### config.mk
export PLATFORM = sky130hd
export DESIGN_NAME = score_scheduler
export DESIGN_NICKNAME = d
export VERILOG_FILES = /design/src/rtl/score_pkg.sv /design/src/rtl/dwell_timer.sv /design/src/rtl/score_scheduler.sv
export SDC_FILE = /design/constraint.sdc
export NUM_CORES = 1
export LEC_CHECK = 0
export ABC_AREA = 1
export CAP_MARGIN = 15
export CELL_PAD_IN_SITES_DETAIL_PLACEMENT = 0
export CELL_PAD_IN_SITES_GLOBAL_PLACEMENT = 1
export CORE_UTILIZATION = 40
export DETAILED_ROUTE_END_ITERATION = 8
export DONT_BUFFER_PORTS = 1
export PLACE_DENSITY_LB_ADDON = 0.1
export SYNTH_ARGS = -nofsm -noshare
export SYNTH_HDL_FRONTEND = slang
export SYNTH_SLANG_ARGS = --single-unit
### constraint.sdc
create_clock -name i_Clk -period 3.3 [get_ports i_Clk]
set_input_delay 0.99 -clock i_Clk [delete_from_list [all_inputs] [get_ports i_Clk]]
set_output_delay 0.99 -clock i_Clk [all_outputs]
set_load 0.02 [all_outputs]
### src/rtl/score_pkg.sv
// rtl/score_pkg.sv - shared score widths, FSM encoding and seven-segment digit patterns
package score_pkg;

    localparam int SCORE_W           = 7;
    localparam int SCORE_MAX_DEFAULT = 99;

    typedef enum logic [1:0] {
        ST_IDLE       = 2'd0,
        ST_PLAY       = 2'd1,
        ST_OVER_SCORE = 2'd2,
        ST_OVER_HIGH  = 2'd3
    } state_t;

    // Segment order gfedcba, active high; index 0 is digit 0
    localparam logic [9:0][6:0] SEG_DIGITS = {
        7'h6F, 7'h7F, 7'h07, 7'h7D, 7'h6D,
        7'h66, 7'h4F, 7'h5B, 7'h06, 7'h3F
    };

    function automatic logic [6:0] seg_digit(input logic [3:0] digit);
        return (digit <= 4'd9) ? SEG_DIGITS[digit] : 7'h00;
    endfunction

endpackage

### src/rtl/dwell_timer.sv
// rtl/dwell_timer.sv - per-phase dwell counter with registered blank window and expiry flag
module dwell_timer #(
    parameter int DWELL_CYCLES = 25_000_000,
    parameter int BLANK_CYCLES = 2_500_000
) (
    input  logic i_Clk,
    input  logic i_Rst_L,
    input  logic i_Clear,
    input  logic i_Enable,
    output logic o_Blank_Window,
    output logic o_Expire
);

    localparam int TW = (DWELL_CYCLES > 1) ? $clog2(DWELL_CYCLES) : 1;
    localparam logic [TW-1:0] LAST      = TW'(DWELL_CYCLES - 1);
    localparam logic [TW-1:0] BLANK_END = TW'(BLANK_CYCLES);

    logic [TW-1:0] count_q, count_d;
    logic          window_q, window_d;

    // Clear starts a phase at count 0, enable advances it, neither parks the timer idle
    always_comb begin
        count_d  = '0;
        window_d = 1'b0;
        if (i_Clear) begin
            count_d  = '0;
            window_d = (BLANK_END != '0);
        end else if (i_Enable) begin
            count_d  = count_q + TW'(1);
            window_d = (count_d < BLANK_END);
        end
    end

    always_ff @(posedge i_Clk or negedge i_Rst_L) begin
        if (!i_Rst_L) begin
            count_q  <= '0;
            window_q <= 1'b0;
        end else begin
            count_q  <= count_d;
            window_q <= window_d;
        end
    end

    assign o_Blank_Window = window_q;
    assign o_Expire       = (count_q == LAST);

endmodule

### src/rtl/score_scheduler.sv
// rtl/score_scheduler.sv - game score FSM: counts points, keeps high score, alternates final/high after game over
module score_scheduler
    import score_pkg::*;
#(
    parameter int DWELL_CYCLES = 25_000_000,
    parameter int BLANK_CYCLES = 2_500_000,
    parameter int SCORE_MAX    = SCORE_MAX_DEFAULT
) (
    input  logic       i_Clk,
    input  logic       i_Rst_L,
    input  logic       i_Start,
    input  logic       i_Point,
    input  logic       i_Game_Over,
    output logic [6:0] o_Score,
    output logic       o_Blank,
    output logic [6:0] o_High_Score,
    output logic       o_New_Record,
    output logic [1:0] o_State
);

    localparam logic [SCORE_W-1:0] SMAX = SCORE_W'(SCORE_MAX);

    state_t             state_q, state_d;
    logic [SCORE_W-1:0] score_q, score_d;
    logic [SCORE_W-1:0] high_q, high_d;
    logic [SCORE_W-1:0] out_score_q, out_score_d;
    logic               rec_q, rec_d;
    logic [SCORE_W-1:0] score_inc, final_score;
    logic               tmr_clear, tmr_enable, tmr_expire, tmr_window;

    assign score_inc   = (score_q < SMAX) ? score_q + SCORE_W'(1) : score_q;
    assign final_score = i_Point ? score_inc : score_q;

    // score_q doubles as the final score once the game is over
    always_comb begin
        state_d    = state_q;
        score_d    = score_q;
        high_d     = high_q;
        rec_d      = rec_q;
        tmr_clear  = 1'b0;
        tmr_enable = 1'b0;
        if (i_Start) begin
            state_d = ST_PLAY;
            score_d = '0;
            rec_d   = 1'b0;
        end else begin
            case (state_q)
                ST_PLAY: begin
                    if (i_Game_Over) begin
                        state_d   = ST_OVER_SCORE;
                        score_d   = final_score;
                        tmr_clear = 1'b1;
                        if (final_score > high_q) begin
                            high_d = final_score;
                            rec_d  = 1'b1;
                        end
                    end else if (i_Point) begin
                        score_d = score_inc;
                    end
                end
                ST_OVER_SCORE, ST_OVER_HIGH: begin
                    if (tmr_expire) begin
                        state_d   = (state_q == ST_OVER_SCORE) ? ST_OVER_HIGH : ST_OVER_SCORE;
                        tmr_clear = 1'b1;
                    end else begin
                        tmr_enable = 1'b1;
                    end
                end
                default: ;
            endcase
        end
    end

    always_comb begin
        out_score_d = score_d;
        if (state_d == ST_IDLE || state_d == ST_OVER_HIGH) begin
            out_score_d = high_d;
        end
    end

    always_ff @(posedge i_Clk or negedge i_Rst_L) begin
        if (!i_Rst_L) begin
            state_q     <= ST_IDLE;
            score_q     <= '0;
            high_q      <= '0;
            rec_q       <= 1'b0;
            out_score_q <= '0;
        end else begin
            state_q     <= state_d;
            score_q     <= score_d;
            high_q      <= high_d;
            rec_q       <= rec_d;
            out_score_q <= out_score_d;
        end
    end

    dwell_timer #(
        .DWELL_CYCLES(DWELL_CYCLES),
        .BLANK_CYCLES(BLANK_CYCLES)
    ) u_dwell_timer (
        .i_Clk         (i_Clk),
        .i_Rst_L       (i_Rst_L),
        .i_Clear       (tmr_clear),
        .i_Enable      (tmr_enable),
        .o_Blank_Window(tmr_window),
        .o_Expire      (tmr_expire)
    );

    assign o_Score      = out_score_q;
    assign o_Blank      = tmr_window;
    assign o_High_Score = high_q;
    assign o_New_Record = rec_q;
    assign o_State      = state_q;

endmodule

==> results by group, run 1 <==
STA
  • Final setup fails: 0
  • Fmax: 369 MHz
  • Slew @ Worst Pin: 0.777 ns
  • Post-layout minimum cycle time: 2.71 ns
  • Max-slew violation count: 0
  • Slew margin rel.: 47.9%
  • Setup_tns: 0 ns
  • Final hold vios: 0
  • Final worst slack: 0.590 ns
  • Hold_ws: 0.364 ns
  • Period utilization: 82.1%
  • RSZ-0062 raised after global routing: false
  • Skew final: 0.00807 ns

Power
  • VDD IR-drop max: 265 uV
  • Overall Power: 1.54 mW
  • Leak Pwr: 1.61 nW
  • P per Cell Area: 457 nW/um^2

Clock network
  • Clk sink count: 50
  • Setup Fix Bufs, Post-CTS: 0
  • CTS resizes: 0
  • H-tree depth: 2
  • CTS tree: yes
  • Longest Clk Path Bufs: 2
  • CTS Buf Count: 5
  • CTS root buf: clkbuf_8
  • Clk pin slew, worst setup/hold paths: 0.10 ns
  • Hold_buf cts: 0
  • Worst-skew pair later-pin latency: 0.31 ns

Floorplan
  • Die area: 8270 sq um
  • Core Box Area: 7690 sq um
  • IO Pins: 23
  • Chip width: 90.9 um
  • Die Y: 90.9 um
  • # rows: 32
  • Starting Density: 41.2%

Logic synthesis
  • Cells after Synth: 443
  • Number of synthesized flops with an enable pin: 0
  • #FFs+latches synth: 50
  • Async S/R FF share, synth: 100%
  • Synth warnings: 0
  • Ys flop type: dfrtp_1
  • Mapped cell area: 3160 sq um
  • Syn Nets: 457
  • Unique masters post-synth: 35
  • Mean post-synth cell area: 7.14 sq um
  • Sequential share of the synthesized area: 39.5%

GRT
  • First-pass GRT wire length: 13.1 mm
  • Vias in the first global route: 2,709
  • Total GRT Usage: 20.1%
  • Grt ovf: 0
  • Initial antenna violation count: 0
  • Largest net degree at the start of global routing: 51

Finish
  • Share of post-route cells with drive strength above 1: 9.38%
  • Fin nets: 461
  • Fillers: 847
  • Layout area overhead: 6.45%
  • Most common cell after layout, fill and taps aside: nand2_1
  • Post-route cell area: 3370 sq um
  • Post-route insts no fill: 550
  • Fin util: 43.8%
  • Most frequent cells in the layout: nand2_1 (131), nor2_1 (66), inv_1 (54)
  • Antenna Cells: 0

Worst setup path
  • Worst EP required: 3.54 ns
  • Crit start category: register
  • Peak fanout along the critical path: 8
  • Critical Path AT: 2.95 ns
  • CP Class: reg2reg
  • Setup crit end kind: register

Detailed routing
  • Vias per cell: 4.95
  • Iter 0 DRT Violations: 135
  • Total Wirelength: 7.71 mm
  • Antenna viol nets, final: 0
  • Number of remaining DRC errors: 0
  • Number of detailed-route iterations in the first pass: 4
  • Routed len/inst: 14.0 um
  • Vias: 2,725

Placement
  • Placed Area: 3270 sq um
  • IO Port Bufs: 0
  • Post-Place Setup Slack: 0.346 ns
  • GP Congestion: 0.801
  • Post-DP HPWL: 5.90 mm
  • Placed cells: 542

Flow run
  • MaxCap Viol Count: 0

Status
  • Status: finished, final reports clean

Hold path
  • Hold Crit Class: in2async
==> per-layer routing <==
metal  track usage [%]  vias to the layer above  share of wire [%]
li1                  -                     1399                  -
met1              25.4                     1284                 45
met2              35.7                       34                 51
met3              3.27                        8                2.6
met4              5.16                        0                1.0
met5                 0                        -                  0
==> state kept, by name (all words and copies together) (netlist names) <==
register,cells
o_New_Record,1
u_dwell_timer.count_q,25
score_q,7
o_High_Score,7
u_dwell_timer.o_Blank_Window,1
o_Score,7
o_State,2
==> cell type report <==
class / count / area [sq um] / area share (%)
Multi-Input combinational cell: 329 / 1660 / 49.2
Sequential cell: 50 / 1250 / 37.1
Inverter: 61 / 236 / 7.02
Tap cell: 102 / 128 / 3.79
Clock buffer: 6 / 82.6 / 2.45
Clock inverter: 2 / 12.5 / 0.371
==> cell usage after synthesis, types with 2 or more instances <==
master,number,area (sq um)
a31oi_1,3,18.8
nand3_2,3,30.0
nand3_1,38,190
o211ai_1,2,15.0
o21ai_1,7,35.0
nand2_2,7,43.8
dfrtp_1,50,1250
nand2_4,4,45.0
o21ai_0,10,50.1
nor2_2,4,25.0
xnor2_1,2,17.5
nand2_1,131,492
a21oi_1,11,55.1
nand3b_1,2,15.0
nand4_1,7,43.8
o21bai_1,3,22.5
buf_4,2,15.0
nor2_1,66,248
ha_1,9,113
nor2_4,5,56.3
inv_2,4,15.0
nor3_1,4,20.0
xor2_1,4,35.0
inv_1,54,203
==> path summary, 6_finish.rpt <==
path	depth (start not counted)	slack [ns]	to	from
worst max-delay path	16	0.59	o_Score[3]$_DFF_PN0_	score_q[0]$_DFF_PN0_
worst min-delay path	0	0.36	u_dwell_timer.count_q[20]$_DFF_PN0_	i_Rst_L
worst max register to register	16	0.59	o_Score[3]$_DFF_PN0_	score_q[0]$_DFF_PN0_
worst min register to register	1	0.50	u_dwell_timer.count_q[0]$_DFF_PN0_	u_dwell_timer.count_q[0]$_DFF_PN0_
max in group asynchronous	0	2.81	u_dwell_timer.count_q[1]$_DFF_PN0_	i_Rst_L
min in group i_Clk	1	0.50	u_dwell_timer.count_q[0]$_DFF_PN0_	u_dwell_timer.count_q[0]$_DFF_PN0_
==> cell families after synthesis <==
family / count (synthesis) / synth area share, %
buffers and inverters: 64 / 8.07
XOR/XNOR: 6 / 1.66
AO/OA/AOI/OAI: 39 / 7.08
adder cells (fa/ha/maj): 9 / 3.56
AND/OR/NAND/NOR: 275 / 40.1
flip-flops: 50 / 39.5
==> worst max-delay path, cell delays in order (launching register included) <==
cell and delay [ns]:
dfrtp_1 0.44, ha_1 0.25, nand3_1 0.11, inv_1 0.06, a31oi_1 0.36, inv_1 0.09
ha_1 0.30, nand2_1 0.07, nor2_1 0.17, nand2_1 0.07, nand2_1 0.14, nand3_4 0.13
clkinv_4 0.10, nand2_1 0.05, o21ai_1 0.10, nand3_1 0.10, nand2_1 0.10
==> power by group <==
| group | switching [mW] | total, mW | internal, mW |
|---|---|---|---|
| sequential | 0.155 | 0.848 | 0.693 |
| clock | 0.220 | 0.390 | 0.169 |
| combinational | 0.195 | 0.303 | 0.108 |
Power figures use the tool's default switching activity.
==> run 2: changes to the inputs <==
==> constraint.sdc (replaced) <==
create_clock -name i_Clk -period 2.8 [get_ports i_Clk]
set_input_delay 0.84 -clock i_Clk [delete_from_list [all_inputs] [get_ports i_Clk]]
set_output_delay 0.84 -clock i_Clk [all_outputs]
set_load 0.02 [all_outputs]
==> results by group, run 2 (synthesized netlist as in run 1, its figures left out) <==
Status
  • Status: finished, final reports clean

Detailed routing
  • Antenna viol nets, final: 0 (unchanged)
  • Vias per cell: 4.92 (-0.72%)
  • Number of detailed-route iterations in the first pass: 4 (unchanged)
  • Number of remaining DRC errors: 0 (unchanged)
  • Total Wirelength: 7.61 mm (-1.3%)
  • Routed len/inst: 13.7 um (-2.0%)
  • Iter 0 DRT Violations: 113 (-16%)
  • Vias: 2,725 (unchanged)

Flow run
  • MaxCap Viol Count: 0 (unchanged)

Clock network
  • Hold_buf cts: 0 (unchanged)
  • Longest Clk Path Bufs: 2 (unchanged)
  • CTS tree: yes
  • CTS Buf Count: 5 (unchanged)
  • Clk pin slew, worst setup/hold paths: 0.10 ns (about the same)
  • H-tree depth: 2 (unchanged)
  • Worst-skew pair later-pin latency: 0.30 ns (about the same)
  • CTS root buf: clkbuf_8
  • Clk sink count: 50 (unchanged)

Floorplan
  • Die Y: 90.9 um (unchanged)
  • Core Box Area: 7690 sq um (unchanged)
  • Starting Density: 41.2% (unchanged)
  • Chip width: 90.9 um (unchanged)
  • # rows: 32 (unchanged)
  • IO Pins: 23 (unchanged)
  • Die area: 8270 sq um (unchanged)

Finish
  • Post-route insts no fill: 554 (+0.73%)
  • Multi-input combinational cell area: 1680 sq um (+1.1%)
  • Fin nets: 465 (+0.87%)
  • Layout area overhead: 8.42%
  • Share of post-route cells with drive strength above 1: 10.6% (+1.2 points)
  • Max FFs per register: 25 (unchanged)
  • Antenna Cells: 0 (unchanged)
  • Fillers: 810 (-4.4%)
  • Most common cell after layout, fill and taps aside: nand2_1
  • Fin util: 44.6% (+0.81 points)
  • Most frequent cells in the layout: nand2_1 (129), nor2_1 (66), inv_1 (54)
  • Reg area: 1250 sq um (unchanged)
  • Post-route cell area: 3430 sq um (+1.9%)
  • Largest Register: u_dwell_timer.count_q

Placement
  • Post-Place Setup Slack: 0.157 ns (-0.189 ns)
  • Placed Area: 3290 sq um (+0.46%)
  • Post-DP HPWL: 5.91 mm (+0.16%)
  • GP Congestion: 0.782 (-2.4%)
  • Placed cells: 544 (+0.37%)
  • IO Port Bufs: 0 (unchanged)

Power
  • Overall Power: 1.90 mW (+24%)
  • Leak Pwr: 1.64 nW (+1.5%)
  • VDD IR-drop max: 339 uV (+28%)
  • P per Cell Area: 555 nW/um^2 (+21%)

GRT
  • Grt ovf: 0 (unchanged)
  • Largest net degree at the start of global routing: 51 (unchanged)
  • Initial antenna violation count: 0 (unchanged)
  • Vias in the first global route: 2,871 (+6.0%)
  • Total GRT Usage: 20.5% (+0.37 points)
  • First-pass GRT wire length: 13.4 mm (+2.8%)

Worst setup path
  • Critical Path AT: 2.60 ns (-0.35 ns)
  • CP startpoint: score_q[0]$_DFF_PN0_
  • Most frequent CP cell: nand2_1
  • Setup crit end kind: register
  • Worst Reg-to-Reg Cells: 15 (-1)
  • Slowest-stage cell, CP: dfrtp_1
  • R2R Path Start: score_q[0]$_DFF_PN0_
  • Critical path, cell by cell: ha_1, nand3_1, inv_1, a31oi_1, inv_1, ha_1, nand2_1, nor2_1, nand4_1, nand3_4, clkinv_4, nand2_1, o21ai_1, nand3_1, nand2_1
  • Worst EP required: 2.99 ns (-0.55 ns)
  • Peak fanout along the critical path: 8 (unchanged)
  • CP Class: reg2reg
  • Crit start category: register
  • Max incr delay on CP: 0.42 ns (-0.02 ns)

STA
  • Fmax: 415 MHz (+12%)
  • RSZ-0062 raised after global routing: false
  • Post-layout minimum cycle time: 2.41 ns (-0.301 ns)
  • Hold_ws: 0.216 ns (-0.148 ns)
  • Period utilization: 86.0% (+3.9 points)
  • Max-slew violation count: 0 (unchanged)
  • Slew @ Worst Pin: 0.462 ns (-0.315 ns)
  • Final hold vios: 0 (unchanged)
  • Final setup fails: 0 (unchanged)
  • Setup_tns: 0 ns (unchanged)
  • Slew margin rel.: 69.2% (+21 points)
  • Final worst slack: 0.391 ns (-0.199 ns)
  • Skew final: 0.00804 ns (-0.0000341 ns)

Hold path
  • Hold Crit Class: in2async
## run 2: changes by cell type in the layout (fill, tap and decap cells not counted)
| cell | delta |
|---|---|
| nand2_2 | +2 |
| o21ai_0 | -2 |
| ha_4 | +1 |
| ha_1 | -1 |
| bufinv_16 | +1 |
| clkinv_2 | -1 |
| clkbuf_1 | +1 |
| o21ai_1 | +2 |
| nand2_1 | -2 |
| clkbuf_8 | -1 |
| buf_4 | +4 |
## run 2: area by class of cell
class                           count  area share (%)
Timing Repair Buffer                4           0.875
Inverter                           61            6.89
Clock inverter                      2            1.09
Multi-Input combinational cell    329            48.8
Tap cell                          102            3.72
Sequential cell                    50            36.5
Clock buffer                        6            2.12
## run 2: what timing repair did
item                                    4_1_cts  5_1_grt
setup buffers                                 0        2
gates resized for setup                       0        5
endpoints found under the setup margin        0       11
## run 2: worst paths after layout
kind	to	slack, ns
worst max-delay path	o_Score[2]$_DFF_PN0_	0.39
worst min-delay path	u_dwell_timer.count_q[11]$_DFF_PN0_	0.22
worst max register to register	o_Score[2]$_DFF_PN0_	0.39
worst min register to register	u_dwell_timer.count_q[0]$_DFF_PN0_	0.50
max in group asynchronous	o_Score[5]$_DFF_PN0_	2.49
min in group i_Clk	u_dwell_timer.count_q[0]$_DFF_PN0_	0.50
## run 2: power by group
part / leakage [nW] / switching, mW / internal (mW)
Combinational: 0.917 / 0.236 / 0.146
Sequential: 0.669 / 0.183 / 0.817
Clock: 0.0514 / 0.256 / 0.267
## run 2: critical path, delay by kind of cell (launching register included)
kind            cells  cell delay [ns]
compound gates      2             0.28
fa+ha+maj           2             0.53
buf+inv             3             0.23
flops               1             0.42
simple gates        8             0.84
## run 2: layer usage
layer / wire (um) / global-route usage, %
met1: 3390 / 24.2
met2: 3940 / 38.3
met3: 208 / 3.94
met5: 0 / 0
met4: 73 / 4.37
